File: config.mk
export PLATFORM = sky130hd
export DESIGN_NAME = vga_scan_driver
export DESIGN_NICKNAME = d
export VERILOG_FILES = /design/src/rtl/vga_pkg.sv /design/src/rtl/pixel_strobe.sv /design/src/rtl/vga_scan_driver.sv
export SDC_FILE = /design/constraint.sdc
export NUM_CORES = 1
export LEC_CHECK = 0
export CORE_AREA = 3 3 83 85
export CTS_CLUSTER_SIZE = 20
export DETAILED_ROUTE_END_ITERATION = 6
export DIE_AREA = 0 0 86 88
export GPL_TIMING_DRIVEN = 0
export PLACE_DENSITY = 0.84
export SYNTH_ARGS = -nofsm -noshare
export SYNTH_HDL_FRONTEND = slang
export SYNTH_SLANG_ARGS = --single-unit
File: constraint.sdc
create_clock -name clk -period 3.55 [get_ports clk]
set_input_delay 0.71 -clock clk [delete_from_list [all_inputs] [get_ports clk]]
set_output_delay 0.71 -clock clk [all_outputs]
set_load 0.01 [all_outputs]
File: src/rtl/vga_pkg.sv
// rtl/vga_pkg.sv - 640x480@60 VGA timing constants and the DAC colour type
package vga_pkg;

    localparam int H_ACTIVE = 640;
    localparam int H_FP     = 16;
    localparam int H_SYNC   = 96;
    localparam int H_BP     = 48;
    localparam int V_ACTIVE = 480;
    localparam int V_FP     = 10;
    localparam int V_SYNC   = 2;
    localparam int V_BP     = 33;
    localparam int CLK_DIV  = 2;

    localparam int H_TOTAL = H_ACTIVE + H_FP + H_SYNC + H_BP;
    localparam int V_TOTAL = V_ACTIVE + V_FP + V_SYNC + V_BP;

    // Scan counters are 10 bits; both totals must stay at or below 1024.
    localparam int CNT_W = 10;

    typedef struct packed {
        logic [7:0] r;
        logic [7:0] g;
        logic [7:0] b;
    } rgb_t;

endpackage

File: src/rtl/pixel_strobe.sv
// rtl/pixel_strobe.sv - clk divider producing the pixel strobe and DAC pixel clock
//
// Ports:
//   clk     in   system clock
//   rst     in   synchronous active-low reset
//   pix_en  out  one-clk strobe on the last clk of each pixel period
//   vga_clk out  pixel clock, low for the first CLK_DIV/2 clks of each period
module pixel_strobe #(
    parameter int CLK_DIV = vga_pkg::CLK_DIV
) (
    input  logic clk,
    input  logic rst,
    output logic pix_en,
    output logic vga_clk
);

    localparam int DIV_W = $clog2(CLK_DIV);
    localparam logic [DIV_W-1:0] DIV_LAST = DIV_W'(CLK_DIV - 1);
    localparam logic [DIV_W-1:0] DIV_HALF = DIV_W'(CLK_DIV / 2);

    logic [DIV_W-1:0] div_cnt;
    logic [DIV_W-1:0] div_next;

    always_comb begin
        div_next = div_cnt + 1'b1;
        if (div_cnt == DIV_LAST) begin
            div_next = '0;
        end
    end

    assign pix_en = (div_cnt == DIV_LAST);

    // vga_clk is registered from the next count so it is a clean flop output
    // that always equals (div_cnt >= CLK_DIV/2).
    always_ff @(posedge clk) begin
        if (!rst) begin
            div_cnt <= '0;
            vga_clk <= 1'b0;
        end else begin
            div_cnt <= div_next;
            vga_clk <= (div_next >= DIV_HALF);
        end
    end

endmodule

File: src/rtl/vga_scan_driver.sv
// rtl/vga_scan_driver.sv - VGA timing generator and registered DAC colour stage
//
// Ports:
//   clk          in   50 MHz system clock
//   rst          in   synchronous active-low reset
//   pixel_color  in   {R,G,B} returned for the current (next_x,next_y)
//   next_x/y     out  coordinate presented on the pins at the next pixel strobe
//   vga_clk      out  pixel clock to the DAC
//   vga_hs/vs    out  active-low syncs
//   vga_blank_n  out  high during active video
//   vga_sync_n   out  tied low
//   vga_r/g/b    out  DAC colour, zero outside active video
//   frame_start  out  one-clk pulse when pixel (0,0) is presented
module vga_scan_driver #(
    parameter int H_ACTIVE = vga_pkg::H_ACTIVE,
    parameter int H_FP     = vga_pkg::H_FP,
    parameter int H_SYNC   = vga_pkg::H_SYNC,
    parameter int H_BP     = vga_pkg::H_BP,
    parameter int V_ACTIVE = vga_pkg::V_ACTIVE,
    parameter int V_FP     = vga_pkg::V_FP,
    parameter int V_SYNC   = vga_pkg::V_SYNC,
    parameter int V_BP     = vga_pkg::V_BP,
    parameter int CLK_DIV  = vga_pkg::CLK_DIV
) (
    input  logic        clk,
    input  logic        rst,
    input  logic [23:0] pixel_color,
    output logic [31:0] next_x,
    output logic [31:0] next_y,
    output logic        vga_clk,
    output logic        vga_hs,
    output logic        vga_vs,
    output logic        vga_blank_n,
    output logic        vga_sync_n,
    output logic [7:0]  vga_r,
    output logic [7:0]  vga_g,
    output logic [7:0]  vga_b,
    output logic        frame_start
);

    import vga_pkg::*;

    localparam logic [CNT_W-1:0] X_LAST   = CNT_W'(H_ACTIVE + H_FP + H_SYNC + H_BP - 1);
    localparam logic [CNT_W-1:0] Y_LAST   = CNT_W'(V_ACTIVE + V_FP + V_SYNC + V_BP - 1);
    localparam logic [CNT_W-1:0] X_ACT    = CNT_W'(H_ACTIVE);
    localparam logic [CNT_W-1:0] Y_ACT    = CNT_W'(V_ACTIVE);
    localparam logic [CNT_W-1:0] HS_START = CNT_W'(H_ACTIVE + H_FP);
    localparam logic [CNT_W-1:0] HS_END   = CNT_W'(H_ACTIVE + H_FP + H_SYNC);
    localparam logic [CNT_W-1:0] VS_START = CNT_W'(V_ACTIVE + V_FP);
    localparam logic [CNT_W-1:0] VS_END   = CNT_W'(V_ACTIVE + V_FP + V_SYNC);

    logic             pix_en;
    logic [CNT_W-1:0] h_cnt;
    logic [CNT_W-1:0] v_cnt;
    logic [CNT_W-1:0] nx;
    logic [CNT_W-1:0] ny;
    logic             hs_on;
    logic             vs_on;
    logic             active;
    rgb_t             color_in;
    rgb_t             rgb;

    pixel_strobe #(
        .CLK_DIV (CLK_DIV)
    ) u_strobe (
        .clk     (clk),
        .rst     (rst),
        .pix_en  (pix_en),
        .vga_clk (vga_clk)
    );

    // The upcoming pixel is always the raster successor of the one on the
    // pins. Reset parks h_cnt/v_cnt on the last pixel of the frame, so the
    // successor (and therefore the first strobe after release) is (0,0).
    always_comb begin
        nx = h_cnt + 1'b1;
        ny = v_cnt;
        if (h_cnt == X_LAST) begin
            nx = '0;
            ny = (v_cnt == Y_LAST) ? '0 : v_cnt + 1'b1;
        end
    end

    always_comb begin
        hs_on    = (nx >= HS_START) && (nx < HS_END);
        vs_on    = (ny >= VS_START) && (ny < VS_END);
        active   = (nx < X_ACT) && (ny < Y_ACT);
        color_in = pixel_color;
    end

    always_ff @(posedge clk) begin
        if (!rst) begin
            h_cnt       <= X_LAST;
            v_cnt       <= Y_LAST;
            vga_hs      <= 1'b1;
            vga_vs      <= 1'b1;
            vga_blank_n <= 1'b0;
            rgb         <= '0;
            frame_start <= 1'b0;
        end else begin
            frame_start <= 1'b0;
            if (pix_en) begin
                h_cnt       <= nx;
                v_cnt       <= ny;
                vga_hs      <= ~hs_on;
                vga_vs      <= ~vs_on;
                vga_blank_n <= active;
                // Blanking coordinates still reach the interpreter; whatever
                // it returns there is discarded.
                rgb         <= active ? color_in : '0;
                frame_start <= (nx == '0) && (ny == '0);
            end
        end
    end

    assign next_x     = {{(32 - CNT_W){1'b0}}, nx};
    assign next_y     = {{(32 - CNT_W){1'b0}}, ny};
    assign vga_sync_n = 1'b0;
    assign vga_r      = rgb.r;
    assign vga_g      = rgb.g;
    assign vga_b      = rgb.b;

endmodule

# Word level (Yosys, flattened, before mapping)

Index checks and enable logic that the tools add are counted.
Widths: inputs -> output; s select.

$add $sub $neg: 3
Muxes and demuxes: 5
Equality and inequality tests: 2
$lt $le $gt $ge: 7
Reductions and logical operators: 7
Bitwise logic cells: 2

Operator list:

| operator              | count |
|---|---|
| $mux 10               | 3 |
| $mux 24               | 1 |
| $add 10x1->10 const B | 2 |
| $eq 10x10->1 const B  | 2 |
| $logic_not 10->1      | 2 |
| $lt 10x10->1 const B  | 2 |
| $lt 10x9->1 const B   | 2 |
| $ge 10x10->1 const B  | 1 |
| $ge 10x9->1 const B   | 1 |
| $logic_and 1x1->1     | 4 |
| $not 1->1             | 2 |
| $reduce_and 2->1      | 1 |
| $add 1x1->1 const B   | 1 |
| $ge 1x1->1 const B    | 1 |
| $mux 1                | 1 |

Flip-flop bits (word level): 50
Word-level logic and storage cells: 37
Input port bits: 26
Output and inout bits: 94

# Longest topological paths before layout

Depth after elaboration: 6
Gate-level depth with buffers: 10
Gate-level depth less buffers: 8

# Modules after synthesis

From an unflattened synthesis, not the netlist that was laid out.

Cells, all modules: 331
Area total of the unflattened synthesis: 2902.8 um^2

Modules (own cells, without submodules):

| module          | sequential area each (um^2) | cells each | area each (um^2) | instances |
|---|---|---|---|---|
| vga_scan_driver | 960.9                       | 328        | 2861.5           | 1 |
| pixel_strobe    | 20.0                        | 3          | 41.3             | 1 |

# Worst setup path after synthesis

OpenSTA, ideal clock, no wires.

Path type: register -> output
Start: register h_cnt[0]
End: output port next_y[4]
Stages on the path, launching flop included: 8
Buffers on the path: 2
Slack: 0.950 ns
Data arrival time: 1.890 ns
Data required time: 2.840 ns
Cell sequence: dfxtp_1 > ha_1 > buf_4 > nand4_1 > nor4b_2 > buf_2 > nand2_1 > o41ai_1

Cells in the longest elaborated chain, start to end: 2

Ends and longest elaborated chain:

| what                   | RTL line               | text |
|---|---|---|
| start, declared        | vga_scan_driver.sv:53  | `logic [CNT_W-1:0] h_cnt;` |
| start signal, assigned | vga_scan_driver.sv:103 | `h_cnt <= nx;` |
| $eq 10x10->1           | vga_scan_driver.sv:78  | `if (h_cnt == X_LAST) begin` |
| $mux 10                | vga_scan_driver.sv:78  |  |
| end, declared          | vga_scan_driver.sv:29  | `output logic [31:0] next_y,` |

No other way between the ends.

# Final worst setup path

Start: register v_cnt[0]
End: output port next_y[1]

Cells in the longest elaborated chain, start to end: 3
Elaborated cells on any way between the ends: 4
Classes of those cells: add/sub: 1; eq/ne: 1; mux: 2

Ends and longest elaborated chain:

| what                                          | RTL line               | text |
|---|---|---|
| start, declared                               | vga_scan_driver.sv:54  | `logic [CNT_W-1:0] v_cnt;` |
| start signal, assigned                        | vga_scan_driver.sv:104 | `v_cnt <= ny;` |
| $add 10x1->10 or $eq 10x10->1 (tied branches) | vga_scan_driver.sv:80  | `ny = (v_cnt == Y_LAST) ? '0 : v_cnt + 1'b1;` |
| $mux 10 *                                     | vga_scan_driver.sv:80  |  |
| $mux 10 *                                     | vga_scan_driver.sv:78  |  |

Mark *: on every way between the ends. The rest lies on a longest branch, timed or not.

==> flow_metrics.py <==
metrics = {
    "floorplanning": {
        "fp.dieH_um": 88,
        "rows": 29,
        "dieArea_mm2": 0.007568,
        "fp.dieW_um": 86,
        "coreArea_mm2": 0.006277,
        "start_util_pct": 45.13,
        "ios": 120,
    },
    "global_routing": {
        "antenna_found_initial": 0,
        "grt_remaining_overflow": 0,
        "grt_start_max_net_pins": 17,
        "grt_pass1_wl_um": 12100,
        "grt_pass1_vias": 2549,
        "grt_use_total_pct": 19.91,
    },
    "routing": {
        "via_count": 2762,
        "drtPass1Iterations": 4,
        "routed_via_density": 5.202,
        "drc": 0,
        "drt_iter0_markers": 210,
        "wl_per_cell_um": 14.58,
        "wl_um": 7741,
        "ant_nets": 0,
    },
    "min_path": {
        "worstHoldStart": "vga_blank_n$_SDFFE_PN0P_",
        "holdPathStages": 1,
        "whs_endpoint": "vga_blank_n$_SDFFE_PN0P_",
        "worstHoldPathType": "flip-flop to flip-flop",
    },
    "setup_path": {
        "critical_path.max_stage_delay_ps": 480,
        "reg2regPathDepth": 9,
        "crit_slowest_cell": "clkdlybuf4s50_1",
        "startpoint_type": "flip-flop",
        "worstSetupPathType": "flip-flop to output port",
        "critical_path.n_buffers_inverters": 3,
        "r2r_end": "vga_g[6]$_SDFFE_PN0P_",
        "crit_top_cell": "inv_1",
        "crit_path_cell_trace": "inv_1 -> ha_1 -> nor4bb_1 -> and3b_1 -> nor2_1 -> a22oi_1 -> inv_1 -> clkdlybuf4s50_1",
        "crit_fanout": 7,
        "arrival_ps": 2690,
        "crit_path_end_kind": "output port",
        "startpoint": "v_cnt[0]$_SDFFE_PN0P_",
        "critPathTopFamily": "simple AND/OR/NAND/NOR gates",
        "cp.required_ps": 2840,
        "r2r_setup_slack_ps": 960,
        "rr_startpoint": "v_cnt[0]$_SDFFE_PN0P_",
    },
    "power_and_ir_drop": {
        "p_leak_nw": 1.797,
        "seqPwrFrac_pct": 39.4,
        "pwr-share-comb_pct": 38.1,
        "clock_power_share_pct": 22.5,
        "power.internal_mw": 0.9976,
        "peakVddDrop_mv": 0.1967,
        "p_sw_mw": 0.5221,
        "swShare_pct": 34.35,
        "power_density_mw_per_mm2": 383.5,
    },
    "sta": {
        "hold_violations": 0,
        "fin_crit_sh_pct": 95.66,
        "grt_setup_unrepaired": "false",
        "worst_pin_slew_ps": 577.0,
        "finalSetupViolCount": 0,
        "slew_headroom_pct": 61.53,
        "slew_violations": 0,
        "fmax_ghz": 0.2945,
        "fin_crit_ps": 3396,
        "setup_tns_ps": 0,
        "skew_ps": 10.12,
    },
    "synthesis": {
        "synthCells": 327,
        "synth_top_area_share_pct": 34.63,
        "synthTopCellsByArea": "dfxtp_1 35%, buf_4 12%, a22o_1 7.7%, nor2_1 3.0%, nand2_1 2.9%",
        "synth.largest_area_cell": "dfxtp_1",
        "ys_warn_count": 0,
        "ys.flop_type": "dfxtp_1",
        "synth_area_mm2": 0.002833,
        "ys_ff_latch": 49,
        "async_reset_ff_share_pct": 0,
        "synth_edf_count": 0,
        "syn_avg_cell_area_um2": 8.663,
        "ys_types": 58,
        "yosysSeqAreaShare_pct": 34.63,
    },
    "finish": {
        "drive_gt1_share_pct": 17.62,
        "finalInstanceArea_mm2": 0.003963,
        "antenna_cells": 0,
        "syn_to_final_growth_pct": 39.89,
        "fin_nets": 482,
    },
    "place": {
        "port_buffers": 74,
        "dp.final_hpwl_um": 5916,
        "place.gp.congestion": 0.9345,
        "placed_area_mm2": 0.003835,
    },
    "cts": {
        "cts_sinks": 49,
        "clockRootBuffer": "clkbuf_8",
        "htreeDepth": 2,
        "clkLatencyLatePin_ps": 310,
        "numCtsBuffers": 5,
        "cts_buffer_depth": 2,
        "cts_tree": "done",
        "clk_pin_slew_ps": 90,
        "hold_buffers": 0,
    },
    "outcome": {
        "status": "complete, no violations",
    },
    "run": {
        "cap_violations": 0,
    },
}
==> layer usage <==
metal | wire, µm | GRT usage [%] | up-vias
li1 | - | - | 1336
met1 | 3014 | 24.10 | 1267
met2 | 3925 | 33.71 | 137
met3 | 599 | 4.327 | 22
met4 | 201 | 9.353 | 0
met5 | 0 | 0 | -
==> cell families after synthesis <==
kind of cell | Yosys count | synth area share [%]
AOI/OAI and AO/OA | 77 | 20.54
DFF | 49 | 34.63
xor gates and xnor gates | 17 | 5.256
other | 1 | 0.1324
buffers and inverters | 74 | 17.14
and+or+nand+nor | 105 | 20.63
muxes | 1 | 0.3534
adders and majority gates | 3 | 1.325
==> per-stage QoR <==
step	total power, mW	hold WS, ps	util (%)	worst slack [ps]	instances
final	1.520	473.6	63.13	154.1	531
after global routing	1.608	497.3	63.13	11.57	531
after CTS	1.510	481.0	62.71	6.916	530
after detailed placement	1.168	454.0	61.09	206.6	522
after global placement	1.159	440.8	61.09	212.3	522
after floorplan	0.9620	496.7	-	949.6	371
==> state kept, by name, indices dropped and copies added, names as in the netlist <==
| name | count |
|---|---|
| frame_start | 1 |
| h_cnt | 10 |
| u_strobe.pix_en | 1 |
| v_cnt | 10 |
| vga_b | 8 |
| vga_blank_n | 1 |
| vga_g | 8 |
| vga_hs | 1 |
| vga_r | 8 |
| vga_vs | 1 |
==> cell usage after synthesis (all sizes together), types with 2 or more instances <==
| library cell | number |
|---|---|
| a211oi | 2 |
| a21o | 2 |
| a21oi | 9 |
| a22o | 25 |
| a2bb2oi | 2 |
| a31oi | 3 |
| and2 | 2 |
| and3 | 10 |
| and3b | 2 |
| and4 | 2 |
| buf | 58 |
| clkbuf | 7 |
| clkinv | 2 |
| dfxtp | 49 |
| ha | 3 |
| inv | 7 |
| nand2 | 22 |
| nand3 | 10 |
| nand4 | 10 |
| nor2 | 23 |
| nor2b | 2 |
| nor3 | 9 |
| nor4b | 2 |
| o211a | 3 |
| o211ai | 4 |
| o21a | 2 |
| o21ai | 14 |
| o31ai | 2 |
| or2 | 2 |
| or4 | 2 |
| xnor2 | 9 |
| xor2 | 8 |
==> cell type report <==
class                   instances  area (µm²)
plain buffers                  65       455.4
inverters                       9       33.78
well taps                      77       96.34
clock buffers                   5       68.82
repair buffers                 75       749.5
multi-input cells             248        1553
clock inverters                 3       22.52
flip-flops and latches         49       983.4
fillers                       551        2315
==> cell usage in the layout, fill, tap and decap left out, types with 10 or more instances in the layout <==
cell / Yosys / routed
nand4_1: 10 / 10
nand2_1: 22 / 22
clkdlybuf4s50_1: 0 / 72
nand3_1: 10 / 10
conb_1: 1 / 45
and3_1: 10 / 10
nor2_1: 23 / 23
dfxtp_1: 49 / 47
a22o_1: 25 / 25
buf_4: 47 / 49
o21ai_0: 14 / 14
==> worst max-delay path by stage <==
stage / endpoint / cells after the start
finish: next_y[1] / 8
global route: next_y[2] / 8
CTS: next_y[4] / 8
detailed placement: next_y[4] / 8
global placement: next_y[4] / 8
floorplan: next_y[4] / 7
==> power by group through the flow <==
stage          logic, mW  clock network [mW]  registers [mW]
2_1_floorplan      0.353                   0           0.609
3_5_place_dp       0.558                   0           0.610
4_1_cts            0.562               0.351           0.597
5_1_grt            0.627               0.380           0.601
6_report           0.579               0.343           0.599
3_3_place_gp       0.550                   0           0.609
==> what timing repair did <==
| item | in CTS | in global routing |
|---|---|---|
| endpoints found under the setup margin | 3 | 5 |
| gates resized for setup | 4 | 5 |
| pin swaps | 0 | 1 |
| setup buffers | 0 | 1 |
Power figures use the tool's default switching activity.
